### src/rtl/solver_scheduler.sv
// solver_scheduler: dispatches jobs (limb data plus configuration) to a pool
// of solver instances over shared write buses, tracks per-solver busy/done
// state, and returns completed results through a round-robin result port.
module solver_scheduler #(
   parameter int unsigned NUM_SOLVERS     = 4,
   parameter int unsigned LIMB_INDEX_BITS = 6,
   parameter int unsigned LIMB_SIZE_BITS  = 27,
   parameter int unsigned TAG_BITS        = 16
) (
   input  logic                          clock,
   input  logic                          reset,
   // job request
   input  logic                          job_valid,
   output logic                          job_ready,
   input  logic [TAG_BITS-1:0]           job_tag,
   input  logic [LIMB_INDEX_BITS-1:0]    job_num_limbs,
   input  logic [15:0]                   job_iter_lim,
   // limb stream
   input  logic                          limb_valid,
   output logic                          limb_ready,
   input  logic [LIMB_SIZE_BITS-1:0]     limb_re,
   input  logic [LIMB_SIZE_BITS-1:0]     limb_im,
   // shared solver write buses
   output logic [LIMB_INDEX_BITS-1:0]    sl_wr_index,
   output logic [LIMB_SIZE_BITS-1:0]     sl_real_data,
   output logic [LIMB_SIZE_BITS-1:0]     sl_imag_data,
   output logic [LIMB_INDEX_BITS-1:0]    sl_num_limbs_data,
   output logic [15:0]                   sl_iter_lim_data,
   // per-solver controls
   output logic [NUM_SOLVERS-1:0]        sl_wr_real_en,
   output logic [NUM_SOLVERS-1:0]        sl_wr_imag_en,
   output logic [NUM_SOLVERS-1:0]        sl_wr_num_limbs_en,
   output logic [NUM_SOLVERS-1:0]        sl_wr_iter_lim_en,
   output logic [NUM_SOLVERS-1:0]        sl_start,
   input  logic [NUM_SOLVERS-1:0]        sl_out_ready,
   input  logic [16*NUM_SOLVERS-1:0]     sl_iterations,
   // result port
   output logic                          res_valid,
   input  logic                          res_ready,
   output logic [TAG_BITS-1:0]           res_tag,
   output logic [15:0]                   res_iterations,
   output logic [2:0]                    res_solver
);

   localparam int unsigned N = NUM_SOLVERS;
   localparam logic [LIMB_INDEX_BITS-1:0] IDX_ONE = LIMB_INDEX_BITS'(1);

   typedef enum logic [1:0] {IDLE, LOAD, CONFIG, START} state_t;

   state_t                       state_q, state_d;
   logic [N-1:0]                 busy_q, done_q, ordy_q, sel_oh, rise;
   logic [2:0]                   rr_ptr_q, res_ptr_q, target_q, free_sel, done_sel;
   logic                         free_found, done_found;
   logic [LIMB_INDEX_BITS-1:0]   idx_q, num_limbs_q;
   logic [15:0]                  iter_lim_q;
   logic [TAG_BITS-1:0]          tag_q [N];
   logic [15:0]                  iters_q [N];
   logic [TAG_BITS-1:0]          done_tag;
   logic [15:0]                  done_iters;
   logic                         job_hs, res_hs;

   // First set bit of mask at or after ptr, wrapping; returns {found, index}.
   function automatic logic [3:0] pick_from(input logic [N-1:0] mask, input logic [2:0] ptr);
      int unsigned best_d;
      int unsigned d;
      logic [2:0]  sel;
      best_d = N;
      sel    = '0;
      for (int unsigned i = 0; i < N; i++) begin
         d = (i + N - 32'(ptr)) % N;
         if (mask[i] && d < best_d) begin
            best_d = d;
            sel    = 3'(i);
         end
      end
      return {best_d < N, sel};
   endfunction

   function automatic logic [2:0] ptr_next(input logic [2:0] p);
      return (p == 3'(N - 1)) ? 3'd0 : p + 3'd1;
   endfunction

   assign {free_found, free_sel} = pick_from(~busy_q, rr_ptr_q);
   assign {done_found, done_sel} = pick_from(done_q, res_ptr_q);

   // Gated by reset so job_ready stays low while reset is held.
   assign job_ready = reset & (state_q == IDLE) & free_found;
   assign job_hs    = job_valid & job_ready;
   assign res_hs    = res_valid & res_ready;
   assign rise      = sl_out_ready & ~ordy_q;

   // Target one-hot and payload mux of the solver chosen by the result arbiter.
   always_comb begin
      sel_oh     = '0;
      done_tag   = '0;
      done_iters = '0;
      for (int unsigned i = 0; i < N; i++) begin
         sel_oh[i] = (3'(i) == target_q);
         if (3'(i) == done_sel) begin
            done_tag   = tag_q[i];
            done_iters = iters_q[i];
         end
      end
   end

   // Dispatch FSM next-state and solver bus/enable decode.
   always_comb begin
      state_d            = state_q;
      limb_ready         = 1'b0;
      sl_wr_index        = '0;
      sl_real_data       = '0;
      sl_imag_data       = '0;
      sl_num_limbs_data  = '0;
      sl_iter_lim_data   = '0;
      sl_wr_real_en      = '0;
      sl_wr_imag_en      = '0;
      sl_wr_num_limbs_en = '0;
      sl_wr_iter_lim_en  = '0;
      sl_start           = '0;
      unique case (state_q)
         IDLE: begin
            if (job_hs) state_d = (job_num_limbs == '0) ? CONFIG : LOAD;
         end
         LOAD: begin
            limb_ready = 1'b1;
            if (limb_valid) begin
               sl_wr_index   = idx_q;
               sl_real_data  = limb_re;
               sl_imag_data  = limb_im;
               sl_wr_real_en = sel_oh;
               sl_wr_imag_en = sel_oh;
               if (idx_q == num_limbs_q - IDX_ONE) state_d = CONFIG;
            end
         end
         CONFIG: begin
            sl_num_limbs_data  = num_limbs_q;
            sl_iter_lim_data   = iter_lim_q;
            sl_wr_num_limbs_en = sel_oh;
            sl_wr_iter_lim_en  = sel_oh;
            state_d            = START;
         end
         START: begin
            sl_start = sel_oh;
            state_d  = IDLE;
         end
         default: state_d = IDLE;
      endcase
   end

   // Dispatch state register, job latches, limb index and round-robin pointer.
   always_ff @(posedge clock or negedge reset) begin
      if (!reset) begin
         state_q     <= IDLE;
         idx_q       <= '0;
         num_limbs_q <= '0;
         iter_lim_q  <= '0;
         target_q    <= '0;
         rr_ptr_q    <= '0;
      end else begin
         state_q <= state_d;
         if (job_hs) begin
            num_limbs_q <= job_num_limbs;
            iter_lim_q  <= job_iter_lim;
            target_q    <= free_sel;
            idx_q       <= '0;
         end
         if (state_q == LOAD && limb_valid) idx_q <= idx_q + IDX_ONE;
         if (state_q == START) rr_ptr_q <= ptr_next(target_q);
      end
   end

   // Per-solver busy/done tracking; dispatch, completion and result release
   // touch distinct solvers in any one cycle, so all three may act together.
   always_ff @(posedge clock or negedge reset) begin
      if (!reset) begin
         busy_q <= '0;
         done_q <= '0;
         ordy_q <= '0;
         for (int unsigned i = 0; i < N; i++) begin
            tag_q[i]   <= '0;
            iters_q[i] <= '0;
         end
      end else begin
         ordy_q <= sl_out_ready;
         for (int unsigned i = 0; i < N; i++) begin
            if (job_hs && free_sel == 3'(i)) begin
               busy_q[i] <= 1'b1;
               tag_q[i]  <= job_tag;
            end
            if (res_hs && res_solver == 3'(i)) begin
               busy_q[i] <= 1'b0;
               done_q[i] <= 1'b0;
            end
            if (rise[i] && busy_q[i] && !done_q[i]) begin
               done_q[i]  <= 1'b1;
               iters_q[i] <= sl_iterations[16*i +: 16];
            end
         end
      end
   end

   // Result arbiter: load one done solver when idle, hold until accepted.
   always_ff @(posedge clock or negedge reset) begin
      if (!reset) begin
         res_valid      <= 1'b0;
         res_tag        <= '0;
         res_iterations <= '0;
         res_solver     <= '0;
         res_ptr_q      <= '0;
      end else if (res_valid) begin
         if (res_ready) begin
            res_valid <= 1'b0;
            res_ptr_q <= ptr_next(res_solver);
         end
      end else if (done_found) begin
         res_valid      <= 1'b1;
         res_tag        <= done_tag;
         res_iterations <= done_iters;
         res_solver     <= done_sel;
      end
   end

endmodule

### config.mk
export PLATFORM = sky130hd
export DESIGN_NAME = solver_scheduler
export DESIGN_NICKNAME = d
export VERILOG_FILES = /design/src/rtl/solver_scheduler.sv
export SDC_FILE = /design/constraint.sdc
export NUM_CORES = 1
export LEC_CHECK = 0
export CORE_UTILIZATION = 35
export DETAILED_ROUTE_END_ITERATION = 8
export GPL_ROUTABILITY_DRIVEN = 0
export GPL_TIMING_DRIVEN = 0
export SKIP_CTS_REPAIR_TIMING = 1
export SLEW_MARGIN = 0
export SYNTH_ARGS = -nofsm -noshare
export SYNTH_HDL_FRONTEND = slang
export SYNTH_SLANG_ARGS = --single-unit
### constraint.sdc
create_clock -name clock -period 3.7 [get_ports clock]
set_input_delay 0.74 -clock clock [delete_from_list [all_inputs] [get_ports clock]]
set_output_delay 0.74 -clock clock [all_outputs]
set_load 0.01 [all_outputs]
==> metrics.cfg, run 1 <==
[routing]
ant_nets=0
via_count=8673
wl_per_cell_um=21.6
routed_via_density=5.29
wl_um=35400
drc=0
drt_iter0_markers=411
dr.pass1.iters=4

[finish]
fill_cells=2609
final_area_um2=15200
area_delta_synth_final_pct=45.0
layout-drive-gt1-share=0.209
insertedDiodeCount=0
nets=1422

[synth]
ys_warn_count=0
synth_area_um2=10500
synth_nets=1080
synth_most_common_cell=dfrtp_1
ys.flop_type=dfrtp_1
ys_ff_latch=211
ys_types=60
ys_seq_area_frac=0.505
synthArstFlopShare=1.00
synth_common_cells=211 x dfrtp_1, 143 x mux2_2, 90 x and3_1
synth_area_leader_cell=dfrtp_1
synth_edf_count=0
syn_area_per_cell_um2=11.7
synth_top_area_frac=0.505
synthCells=896
synth_area_leaders=dfrtp_1 51%, mux2_2 15%, and3_1 5.4%

[sta]
fin_crit_sh=0.967
rsz0062_at_grt=true
slew_viol_final=0
worst_slew_margin_rel=0.220
fin_crit_ns=3.58
setup_ws_ns=0.121
setup_viol_count_final=0
max_freq_mhz=279
worst_pin_slew_ns=1.17
finalClockSkew_ns=0.0309
hold_viol=0

[power]
power.total_w=0.0132
p_leak_nw=6.47
ir_drop_v=0.000463
p_per_area_nw_per_um2=873

[setup_path]
path_max_fanout=10
cp-start-kind=flip-flop
crit_path_end=sl_wr_num_limbs_en[2]
timing.rr.start=done_q[0]$_DFFE_PN0P_
cp_data_required_time_ns=2.96
crit_type=reg -> out
r2r_slack_ns=0.16
crit_path_end_kind=primary output
r2r_cells=16
crit_arrival_ns=2.84
reg2reg_to=res_tag[15]$_DFFE_PN0P_
crit_start=state_q[0]$_DFFE_PN0P_

[outcome]
status=complete, no violations

[floorplan]
die_h_um=175
die_w_um=175
num_rows=62
start_util=0.360
die_area_um2=30600
core_um2=29000
ios=305

[clock_network]
cts-root-buf=clkbuf_16
worstSkewPairLatency_ns=0.55
cts_tree=done
clockBufferDepth=3
clkTransAtPathRegs_ns=0.07
clock_sinks=211
cts_inserted_buffers=25
htree_levels=1

[global_routing]
grt_max_degree=114
grt_overflow_total=0
grt_pass1_vias=8850
grt_first_pass_wirelength_um=53600
track_usage=0.230
antenna_found_initial=1

[placement]
io_buffers=303
pre_cts_ws_ns=-1.13
placed_area_um2=14000
dp_hpwl_um=26200

[worst_hold_path]
min_path_type=in -> async

[job]
maxCapViolCount=0

-- final cells by class --
class	count	area, um^2	area share
Sequential cell	211	5290	0.349
Multi-Input combinational cell	591	4870	0.322
Timing Repair Buffer	317	3200	0.211
Clock buffer	37	761	0.0502
Tap cell	384	480	0.0317
Buffer	72	378	0.0249
Clock inverter	8	105	0.00693
Inverter	20	75.1	0.00495
-- registers in the layout, indices dropped and copies added (netlist names), 4 cells and up --
name	flops
tag_q	64
idx_q	6
res_iterations	16
iter_lim_q	16
ordy_q	4
done_q	4
num_limbs_q	6
busy_q	4
iters_q	64
res_tag	16
-- cells in the final DEF (no fill, tap or decap), types with 5 or more instances in the layout --
master / n
a211oi_1: 23
a21o_1: 7
a21oi_1: 10
a221oi_1: 17
a221oi_2: 6
a22oi_1: 22
a32oi_1: 10
and2_1: 33
and3_1: 90
buf_2: 6
buf_4: 20
clkbuf_1: 42
clkbuf_16: 25
clkbuf_4: 6
clkbuf_8: 9
clkdlybuf4s50_1: 302
clkinv_2: 5
dfrtp_1: 207
ha_1: 19
inv_1: 20
mux2_2: 143
mux2_4: 9
nand2_1: 22
nand3_1: 25
nor2_1: 12
nor3_1: 26
o211ai_1: 21
o21a_1: 5
o21ai_0: 21
o221ai_1: 10
xnor2_1: 5
-- metal layers --
layer | wire length (um) | GRT usage | up-vias
li1 | - | - | 4013
met1 | 13900 | 0.271 | 4309
met2 | 18100 | 0.410 | 294
met3 | 2110 | 0.0457 | 57
met4 | 1350 | 0.0870 | 0
met5 | 0 | 0 | -
-- cell families (layout without fill, tap and decap cells) --
group,count (synthesis),count (layout),synth area share
simple gates,235,235,0.131
flops,211,211,0.505
compound gates,173,173,0.125
other cells,1,1,0.000359
fa+ha+maj,19,19,0.0227
mux,154,154,0.169
xor+xnor,9,9,0.00754
buf+inv,94,454,0.0396
-- critical path, stage by stage (launching register included) --
cell             delay (ns)
dfrtp_1                0.40
inv_1                  0.14
ha_1                   0.40
clkbuf_1               0.48
and2_1                 0.25
buf_4                  0.11
clkdlybuf4s50_1        0.53
-- per-stage QoR --
step                       TNS, ns  hold slack, ns  std cells   util
final                            0          0.0294       1640  0.522
after detailed placement    -60.86           0.486       1585  0.483
after global routing         -1.69          0.0243       1640  0.522
after floorplan                  0           0.444        896      -
after global placement    -2482.33           0.479       1583  0.481
after CTS                   -65.88          0.0181       1630  0.513
-- power by group --
group / switching, W / internal [W] / total (W)
registers: 0.000805 / 0.00342 / 0.00423
logic: 0.00322 / 0.00322 / 0.00644
clock network: 0.00100 / 0.00156 / 0.00256
total: 0.00503 / 0.00820 / 0.0132
-- worst min-delay path by stage --
stage	from	to	cells past startpoint
after detailed placement	iter_lim_q[7]$_DFFE_PN0P_	iter_lim_q[7]$_DFFE_PN0P_	1
after floorplan	reset	busy_q[0]$_DFFE_PN0P_	0
after CTS	reset	idx_q[2]$_DFFE_PN0P_	1
after global placement	iter_lim_q[11]$_DFFE_PN0P_	iter_lim_q[11]$_DFFE_PN0P_	1
final	reset	idx_q[2]$_DFFE_PN0P_	1
after global routing	reset	idx_q[2]$_DFFE_PN0P_	1
(Power assumes the default switching activity.)
==> run 2, diff against run 1 <==
--- a/config.mk
+++ b/config.mk
@@ -5,7 +5,7 @@
 export SDC_FILE = /design/constraint.sdc
 export NUM_CORES = 1
 export LEC_CHECK = 0
-export CORE_UTILIZATION = 35
+export CORE_UTILIZATION = 30
 export DETAILED_ROUTE_END_ITERATION = 8
 export GPL_ROUTABILITY_DRIVEN = 0
 export GPL_TIMING_DRIVEN = 0
==> run 2 against run 1 <==
  * Sequential power is essentially flat
  * Clock power shrank 5%
  * Sequential cell count is the same
  * Final area grew 0.75%
  * Die area grew 16%
  * Clock skew shrank 0.0072 ns
  * Clock-buffer cell count grew 1
  * First-iteration DRC count grew 42%
  * Combinational power grew 2%
  * Power shrank 0.10%
  * Largest cell class unchanged
==> metrics.cfg, run 2 (same netlist as run 1, synthesis figures left out) <==
[outcome]
status=complete, no violations

[setup_path]
crit_slowest_cell=dfrtp_2
cp-start-kind=flip-flop
path_max_fanout=10  ; unchanged
crit_path_end_kind=flip-flop
r2r_slack_ns=0.13  ; -0.03 ns
reg2reg_to=res_iterations[7]$_DFFE_PN0P_
crit_arrival_ns=3.99  ; +1.15 ns
r2r_cells=15  ; -1
timing.rr.start=res_ptr_q[0]$_DFFE_PN0P_
max_stage_delay_ns=0.47  ; -0.06 ns
cp_data_required_time_ns=4.12  ; +1.16 ns
path_cells=nor2b_2, a32oi_2, ha_2, o22ai_2, o21ai_4, buf_6, nand2_1, o21ai_0, ha_1, nor2b_1, nor3_2, a221oi_2, clkbuf_2, and3_1, nor3_1
crit_type=reg -> reg

[floorplan]
num_rows=67  ; +8.1%
core_um2=33900  ; +17%
die_h_um=189  ; +7.9%
die_w_um=189  ; +7.9%
start_util=0.309  ; -0.0516
ios=305  ; unchanged
die_area_um2=35600  ; +16%

[clock_network]
cts_inserted_buffers=24  ; -4.0%
cts-root-buf=clkbuf_16
worstSkewPairLatency_ns=0.54  ; about the same
clock_sinks=211  ; unchanged
clockBufferDepth=3  ; unchanged
clkTransAtPathRegs_ns=0.06  ; about the same
htree_levels=1  ; unchanged
cts_tree=done

[sta]
worst_pin_slew_ns=0.964  ; -0.203 ns
setup_ws_ns=0.133  ; +0.0123 ns
fin_crit_sh=0.964  ; -0.00332
setup_viol_count_final=0  ; unchanged
worst_slew_margin_rel=0.357  ; +0.137
finalClockSkew_ns=0.0237  ; -0.00717 ns
max_freq_mhz=280  ; +0.34%
fin_crit_ns=3.57  ; -0.0123 ns
slew_viol_final=0  ; unchanged
hold_viol=0  ; unchanged
tns_ns=0  ; unchanged

[global_routing]
grt_pass1_vias=8941  ; +1.0%
grt_max_degree=87  ; -24%
antenna_found_initial=2  ; +1
grt_overflow_total=0  ; unchanged
track_usage=0.205  ; -0.0251
grt_first_pass_wirelength_um=55300  ; +3.2%

[routing]
drt_iter0_markers=585  ; +42%
wl_um=37500  ; +6.0%
routed_via_density=5.17  ; -2.2%
wl_per_cell_um=21.9  ; +1.5%
drc=0  ; unchanged
dr.pass1.iters=5  ; +1
ant_nets=0  ; unchanged
via_count=8851  ; +2.1%

[power]
p_leak_nw=6.49  ; +0.27%
ir_drop_v=0.000469  ; +1.2%
p_per_area_nw_per_um2=865  ; -0.85%

[finish]
area_delta_synth_final_pct=46.1
fill_cells=3155  ; +21%
layout_commonest_cell=clkdlybuf4s50_1
layout-drive-gt1-share=0.215  ; +0.00534
top_regs=iters_q (64), tag_q (64)
final_util=0.451  ; -0.0715
final_cell_mix=302 x clkdlybuf4s50_1, 207 x dfrtp_1, 143 x mux2_2, 90 x and3_1, 43 x clkbuf_1
nets=1430  ; +0.56%

[job]
maxCapViolCount=0  ; unchanged

[placement]
io_buffers=303  ; unchanged
pre_cts_ws_ns=-1.00  ; +0.130 ns
dp_hpwl_um=27600  ; +5.6%

[worst_hold_path]
min_path_type=in -> async

==> run 2: cell count changes in the layout (fill, tap and decap cells not counted), moves of 2 or more <==
cell | previous run | this run
clkinv_2 | 5 | 2
clkbuf_4 | 6 | 4
buf_4 | 20 | 31
diode_2 | 0 | 2
==> run 2: power by group <==
part / switching [W] / leakage, nW / internal, W
clock network: 0.000991 / 0.400 / 0.00145
logic: 0.00329 / 3.50 / 0.00326
registers: 0.000804 / 2.59 / 0.00342
==> run 2: how the worst max path moves through the flow <==
stage / to / from / cells after the start
final: res_iterations[7]$_DFFE_PN0P_ / res_ptr_q[0]$_DFFE_PN0P_ / 15
after global routing: res_tag[1]$_DFFE_PN0P_ / done_q[0]$_DFFE_PN0P_ / 16
after CTS: res_tag[7]$_DFFE_PN0P_ / done_q[0]$_DFFE_PN0P_ / 16
after detailed placement: res_tag[1]$_DFFE_PN0P_ / done_q[0]$_DFFE_PN0P_ / 16
after global placement: tag_q[57]$_DFFE_PN0P_ / reset / 7
after floorplan: res_iterations[13]$_DFFE_PN0P_ / done_q[0]$_DFFE_PN0P_ / 16
==> run 2: per-stage QoR <==
stage	area, um^2	cells	power [W]	hold slack (ns)
2_1_floorplan	10500	896	0.00792	0.444
3_3_place_gp	14000	1647	0.0102	0.479
3_5_place_dp	14100	1649	0.0103	0.489
4_1_cts	14900	1691	0.0128	0.0983
5_1_grt	15300	1710	0.0141	0.115
6_report	15300	1712	0.0132	0.0988
==> run 2: per-layer routing <==
| metal | track usage | share of wire |
|---|---|---|
| met5 | 0 | 0 |
| met4 | 0.0723 | 0.035 |
| met3 | 0.0460 | 0.072 |
| met2 | 0.366 | 0.50 |
| met1 | 0.239 | 0.39 |
==> run 2: area by class of cell <==
type	count	area, um^2	share of cell area
multi-input cells	591	4890	0.320
clock inverters	4	70.1	0.00459
plain buffers	72	375	0.0246
clock buffers	38	743	0.0487
repair buffers	326	3270	0.214
well taps	448	561	0.0367
inverters	20	75.1	0.00492
flip-flops and latches	211	5290	0.346
diodes	2	5.00	0.000328
==> run 2: worst max-delay path: cells and delay by family (launching register included) <==
family | cells | cell delay [ns]
compound gates | 5 | 0.97
fa+ha+maj | 2 | 0.64
buf+inv | 2 | 0.43
flops | 1 | 0.47
simple gates | 6 | 0.92
==> patch 1 (flow settings as in run 2) <==
Change the parameter `TAG_BITS` from 16 to 20.
--- a/src/rtl/solver_scheduler.sv
+++ b/src/rtl/solver_scheduler.sv
@@ -7,3 +7,3 @@
    parameter int unsigned LIMB_SIZE_BITS  = 27,
-   parameter int unsigned TAG_BITS        = 16
+   parameter int unsigned TAG_BITS        = 20
 ) (
Interface: changed (resized job_tag and res_tag); port bits go from 305 to 313. No check against the original RTL was run, so the function may have changed too.
==> patch 1 against run 2 <==
Sequential cell count rose by 20. Via count up 5.7%. Wire length grew 1.9%. Synthesized area is 9.8% higher. Clock skew down 0.012 ns. Worst setup slack got worse by 0.0046 ns. Worst hold slack improved by 0.17 ns. Combinational power up 4.9%. Cell area increased by 6.8%. Power is 5.7% higher. Maximum frequency decreased by 0.13%. Critical endpoint is now res_tag[8]$_DFFE_PN0P_.
==> patch 1: results (changes against run 2) <==
yosys:
  synth_compound_area_share_pct: 13.0  # +0.52 points
  synthArstFlopShare_pct: 100  # unchanged
  synthMuxAreaShare_pct: 15.2  # -1.7 points
  synthXorXnorAreaFrac_pct: 0.687  # -0.067 points
  synth_nets: 1188  # +10%
  yosys-top-cells-count: "dfrtp_1 (231), mux2_2 (100), nand2_1 (87), and3_1 (85), o21ai_0 (47)"
  yosys.area_share.adder_pct: 2.07  # -0.20 points
  synth_top_family_by_area: "multiplexers"
  seq_area_frac_synth_pct: 50.4  # -0.13 points
  synth_cell_types: 67  # +12%
  syn_inst: 1000  # +12%
  yosys-top-cells-area: "dfrtp_1 (50%), mux2_2 (9.8%), and3_1 (4.6%)"
  synth_warnings: 0  # unchanged
worst_setup_path:
  crit_family: "compound AO/OA/AOI/OAI gates"
  rr_worst_depth: 17  # +2
  worst-path-max-fanout: 10  # unchanged
  crit_start: "done_q[1]$_DFFE_PN0P_"
  reg2reg_to: "res_tag[8]$_DFFE_PN0P_"
  cp_slowest_cell: "o311ai_4"
  slowest_delay_ns: 0.40  # -0.07 ns
  r2r-start: "done_q[1]$_DFFE_PN0P_"
  r2r_slack_ns: 0.13
  worst_ep_arrival_time_ns: 3.98  # about the same
route:
  drtPass1Iterations: 5  # unchanged
  vias: 9356  # +5.7%
  wl_per_cell_um: 20.3  # -7.3%
  drt-initial-drc-count: 364  # -38%
global_route:
  grt_max_degree: 121  # +39%
  grt_pass1_vias: 9580  # +7.1%
  track_usage_pct: 19.3  # -1.2 points
  grt_antenna_before_repair: 4  # +2
  grt_pass1_wl_um: 57200  # +3.4%
cells_and_area:
  layout-drive-gt1-share_pct: 18.8  # -2.7 points
  top_regs: "tag_q: 80 flops, iters_q: 64 flops, res_tag: 20 flops"
  nNetsFinal: 1540  # +7.7%
  fillers: 3626  # +15%
  layout.cells.non_filler: 1883  # +10%
sta:
  layout_setup_ws_ns: 0.129  # -0.00457 ns
  hold_slack_ns: 0.270  # +0.171 ns
  worst_clock_skew_ns: 0.0113  # -0.0124 ns
  worstMarginPinSlew_ns: 1.28  # +0.321 ns
power_and_ir_drop:
  p_int_mw: 8.63  # +6.1%
  vdd_ir_drop_max_mv: 0.470  # +0.31%
  power_leakage_nw: 7.07  # +8.9%
place:
  detailed_place_hpwl_um: 27600  # about the same
  port_buffers: 311  # +2.6%
  dp_cells: 1823  # +11%
  pre_cts_ws_ns: -0.878  # +0.126 ns
  place_area_um2: 15300  # +8.2%
run_status:
  status: "completed"
cts:
  cts_max_path_buffers: 3  # unchanged
  clkSlewWorstSetupHoldPaths_ns: 0.06  # about the same
  h-tree-depth: 1  # unchanged
  cts-buffers-inserted: 27  # +13%
  clock_latency_ns: 0.53
## patch 1: layout make-up
type	count	area, µm²	area share, %
multi-input cells	673	5290	32.4
inverters	19	71.3	0.437
well taps	511	639	3.92
repair buffers	323	3230	19.8
clock inverters	7	92.6	0.568
flip-flops and latches	231	5780	35.5
plain buffers	77	443	2.72
clock buffers	39	761	4.66
diodes	3	7.51	0.0460
## patch 1: metal layers
metal  share of wire (%)  global-route usage [%]  vias to the layer above  wire, µm
li1                    -                       -                     4351         -
met1                  41                    23.9                     4619     15800
met2                  49                    33.5                      328     18700
met3                 7.1                    4.27                       56      2710
met4                 2.7                    5.74                        2      1020
met5               0.034                       0                        -        13
## patch 1: power by group through the flow
stage / registers [mW] / logic [mW] / clock network [mW]
2_1_floorplan: 4.35 / 4.15 / 0
3_3_place_gp: 4.50 / 6.38 / 0
3_5_place_dp: 4.51 / 6.50 / 0
4_1_cts: 4.48 / 6.53 / 2.67
5_1_grt: 4.66 / 7.49 / 2.78
6_report: 4.50 / 6.87 / 2.60
==> patch 2 (settings of run 2) <==
Without the edit above. Encoding of `state_t`: now Gray code (2 bits for 4 states).
--- a/src/rtl/solver_scheduler.sv
+++ b/src/rtl/solver_scheduler.sv
@@ -47,3 +47,3 @@
 
-   typedef enum logic [1:0] {IDLE, LOAD, CONFIG, START} state_t;
+   typedef enum logic [1:0] {IDLE = 2'b00, LOAD = 2'b01, CONFIG = 2'b11, START = 2'b10} state_t;
 
Function: same outputs for any inputs over 4 cycles, from zero or initial values and one cycle with reset low; so few cycles prove little.
==> patch 2 against run 2 <==
Maximum frequency grew 1.2%. Worst hold slack gained 0.13 ns. Die area grew 0.21%. Wire length shrank 12%. Critical path depth is the same. Count of clock-buffer cells in the layout shrank 2. Non-clock buffer count shrank 5. Synthesized area grew 0.22%. Power shrank 0.36%. Worst setup slack gained 0.043 ns. First-iteration DRC count shrank 35%. Critical path type unchanged. Cell area shrank 0.35%. Sequential cell count is the same.
==> patch 2: results (changes against run 2) <==
run_status:
  status: "completed"
place:
  detailed_place_hpwl_um: 24100  # -13%
  dp_cells: 1717  # +4.1%
  place_area_um2: 14100  # +0.22%
  port_buffers: 303  # unchanged
yosys:
  synth_cell_types: 63  # +5.0%
  synthArstFlopShare_pct: 100  # unchanged
  yosys-top-cells-area: "dfrtp_1 (50%), mux2_2 (14%), and3_1 (5.4%)"
  yosys-top-cells-count: "dfrtp_1 (211), mux2_2 (132), nand2_1 (102), and3_1 (91), nor2_1 (67)"
  seq_area_frac_synth_pct: 50.4  # -0.11 points
  avgSynthCellArea_um2: 10.9  # -6.2%
  synth_nets: 1136  # +5.2%
cells_and_area:
  n_antenna_cell: 0  # -2
  fillers: 3295  # +4.4%
  nonClkBufAreaFrac_pct: 23.7  # -0.14 points
  buffers_excl_clock: 393  # -1.3%
  clk_share_pct: 5.85  # +0.53 points
  layout-drive-gt1-share_pct: 19.8  # -1.6 points
  non_clock_inverter_count: 11  # -45%
  nClkBuffers: 36  # -5.3%
  layout.cells.non_filler: 1771  # +3.4%
  final_area_um2: 15200  # -0.35%
  nNetsFinal: 1477  # +3.3%
  multi_input_area_share_pct: 31.7  # -0.30 points
  ff_latch_area_um2: 5280  # about the same
  nMultiInputCombCells: 655  # +11%
route:
  met2WireLength_um: 16100  # -15%
  vias_per_cell: 4.95  # -4.2%
  wl_met3_um: 2960  # +9.7%
  wl_met1_um: 13300  # -9.1%
  drtPass1Iterations: 7  # +2
  drt-initial-drc-count: 382  # -35%
  top_layer_used: "met5"
  drt_wl_total_um: 33000  # -12%
global_route:
  grt_pass1_vias: 8825  # -1.3%
  grt_antenna_before_repair: 3  # +1
  grt_pass1_wl_um: 51300  # -7.3%
  track_usage_pct: 18.3  # -2.2 points
  grt_max_degree: 115  # +32%
cts:
  cts-buffers-inserted: 26  # +8.3%
  clock_latency_ns: 0.55
sta:
  setup_viol: 0  # unchanged
  relSlewSlack_pct: 51.7  # +16 points
  worst_clock_skew_ns: 0.0166  # -0.00711 ns
worst_setup_path:
  r2r_slack_ns: 0.18  # +0.04 ns
  reg2reg_to: "res_tag[12]$_DFFE_PN0P_"
  cp_slowest_cell: "a211oi_4"
  worst_ep_arrival_time_ns: 3.97  # -0.02 ns
  worst-path-max-fanout: 10  # unchanged
  r2r-start: "done_q[0]$_DFFE_PN0P_"
  slowest_delay_ns: 0.44  # -0.03 ns
power_and_ir_drop:
  vdd_ir_drop_max_mv: 0.488  # +4.1%
  power_leakage_nw: 6.71  # +3.4%
-- patch 2: cell families (layout without fill, tap and decap cells) --
| kind of cell | after synthesis | count (layout) | synth area share, % |
|---|---|---|---|
| simple gates | 324 | 324 | 16.0 |
| flops | 211 | 211 | 50.4 |
| compound gates | 161 | 161 | 10.7 |
| mux | 147 | 147 | 16.1 |
| buf+inv | 91 | 450 | 4.34 |
| fa+ha+maj | 14 | 14 | 1.67 |
| xor+xnor | 8 | 8 | 0.669 |
| other cells | 1 | 1 | 0.0358 |
-- patch 2: where the power goes --
group,switching (mW),internal [mW],total [mW]
combinational,3.28,3.18,6.46
clock,1.02,1.60,2.62
sequential,0.694,3.40,4.09
-- patch 2: worst max path at each step --
stage                     startpoint  depth (start not counted)                              to
2_1_floorplan  done_q[0]$_DFFE_PN0P_                         18         res_tag[10]$_DFFE_PN0P_
3_3_place_gp                   reset                          7           tag_q[47]$_DFFE_PN0P_
3_5_place_dp   done_q[0]$_DFFE_PN0P_                         18  res_iterations[10]$_DFFE_PN0P_
4_1_cts        done_q[0]$_DFFE_PN0P_                         18  res_iterations[10]$_DFFE_PN0P_
5_1_grt        done_q[0]$_DFFE_PN0P_                         15         res_tag[12]$_DFFE_PN0P_
6_report       done_q[0]$_DFFE_PN0P_                         15         res_tag[12]$_DFFE_PN0P_
-- patch 2: stage by stage --
stage               hold slack [ns]  setup TNS [ns]  utilization [%]  worst slack [ns]
floorplan                     0.439               0                -             0.300
global placement              0.453        -2325.06             40.9             -7.76
detailed placement            0.459          -20.24             41.0            -0.723
CTS                         -0.0512          -21.04             43.6            -0.724
global route                  0.271          -0.133             44.2           -0.0446
finish                        0.229               0             44.2             0.177
-- patch 2: routing by layer --
layer	up-vias	track usage, %
met2	334	31.7
met3	49	5.75
met5	-	0
met4	2	4.06
li1	4114	-
met1	4269	22.1
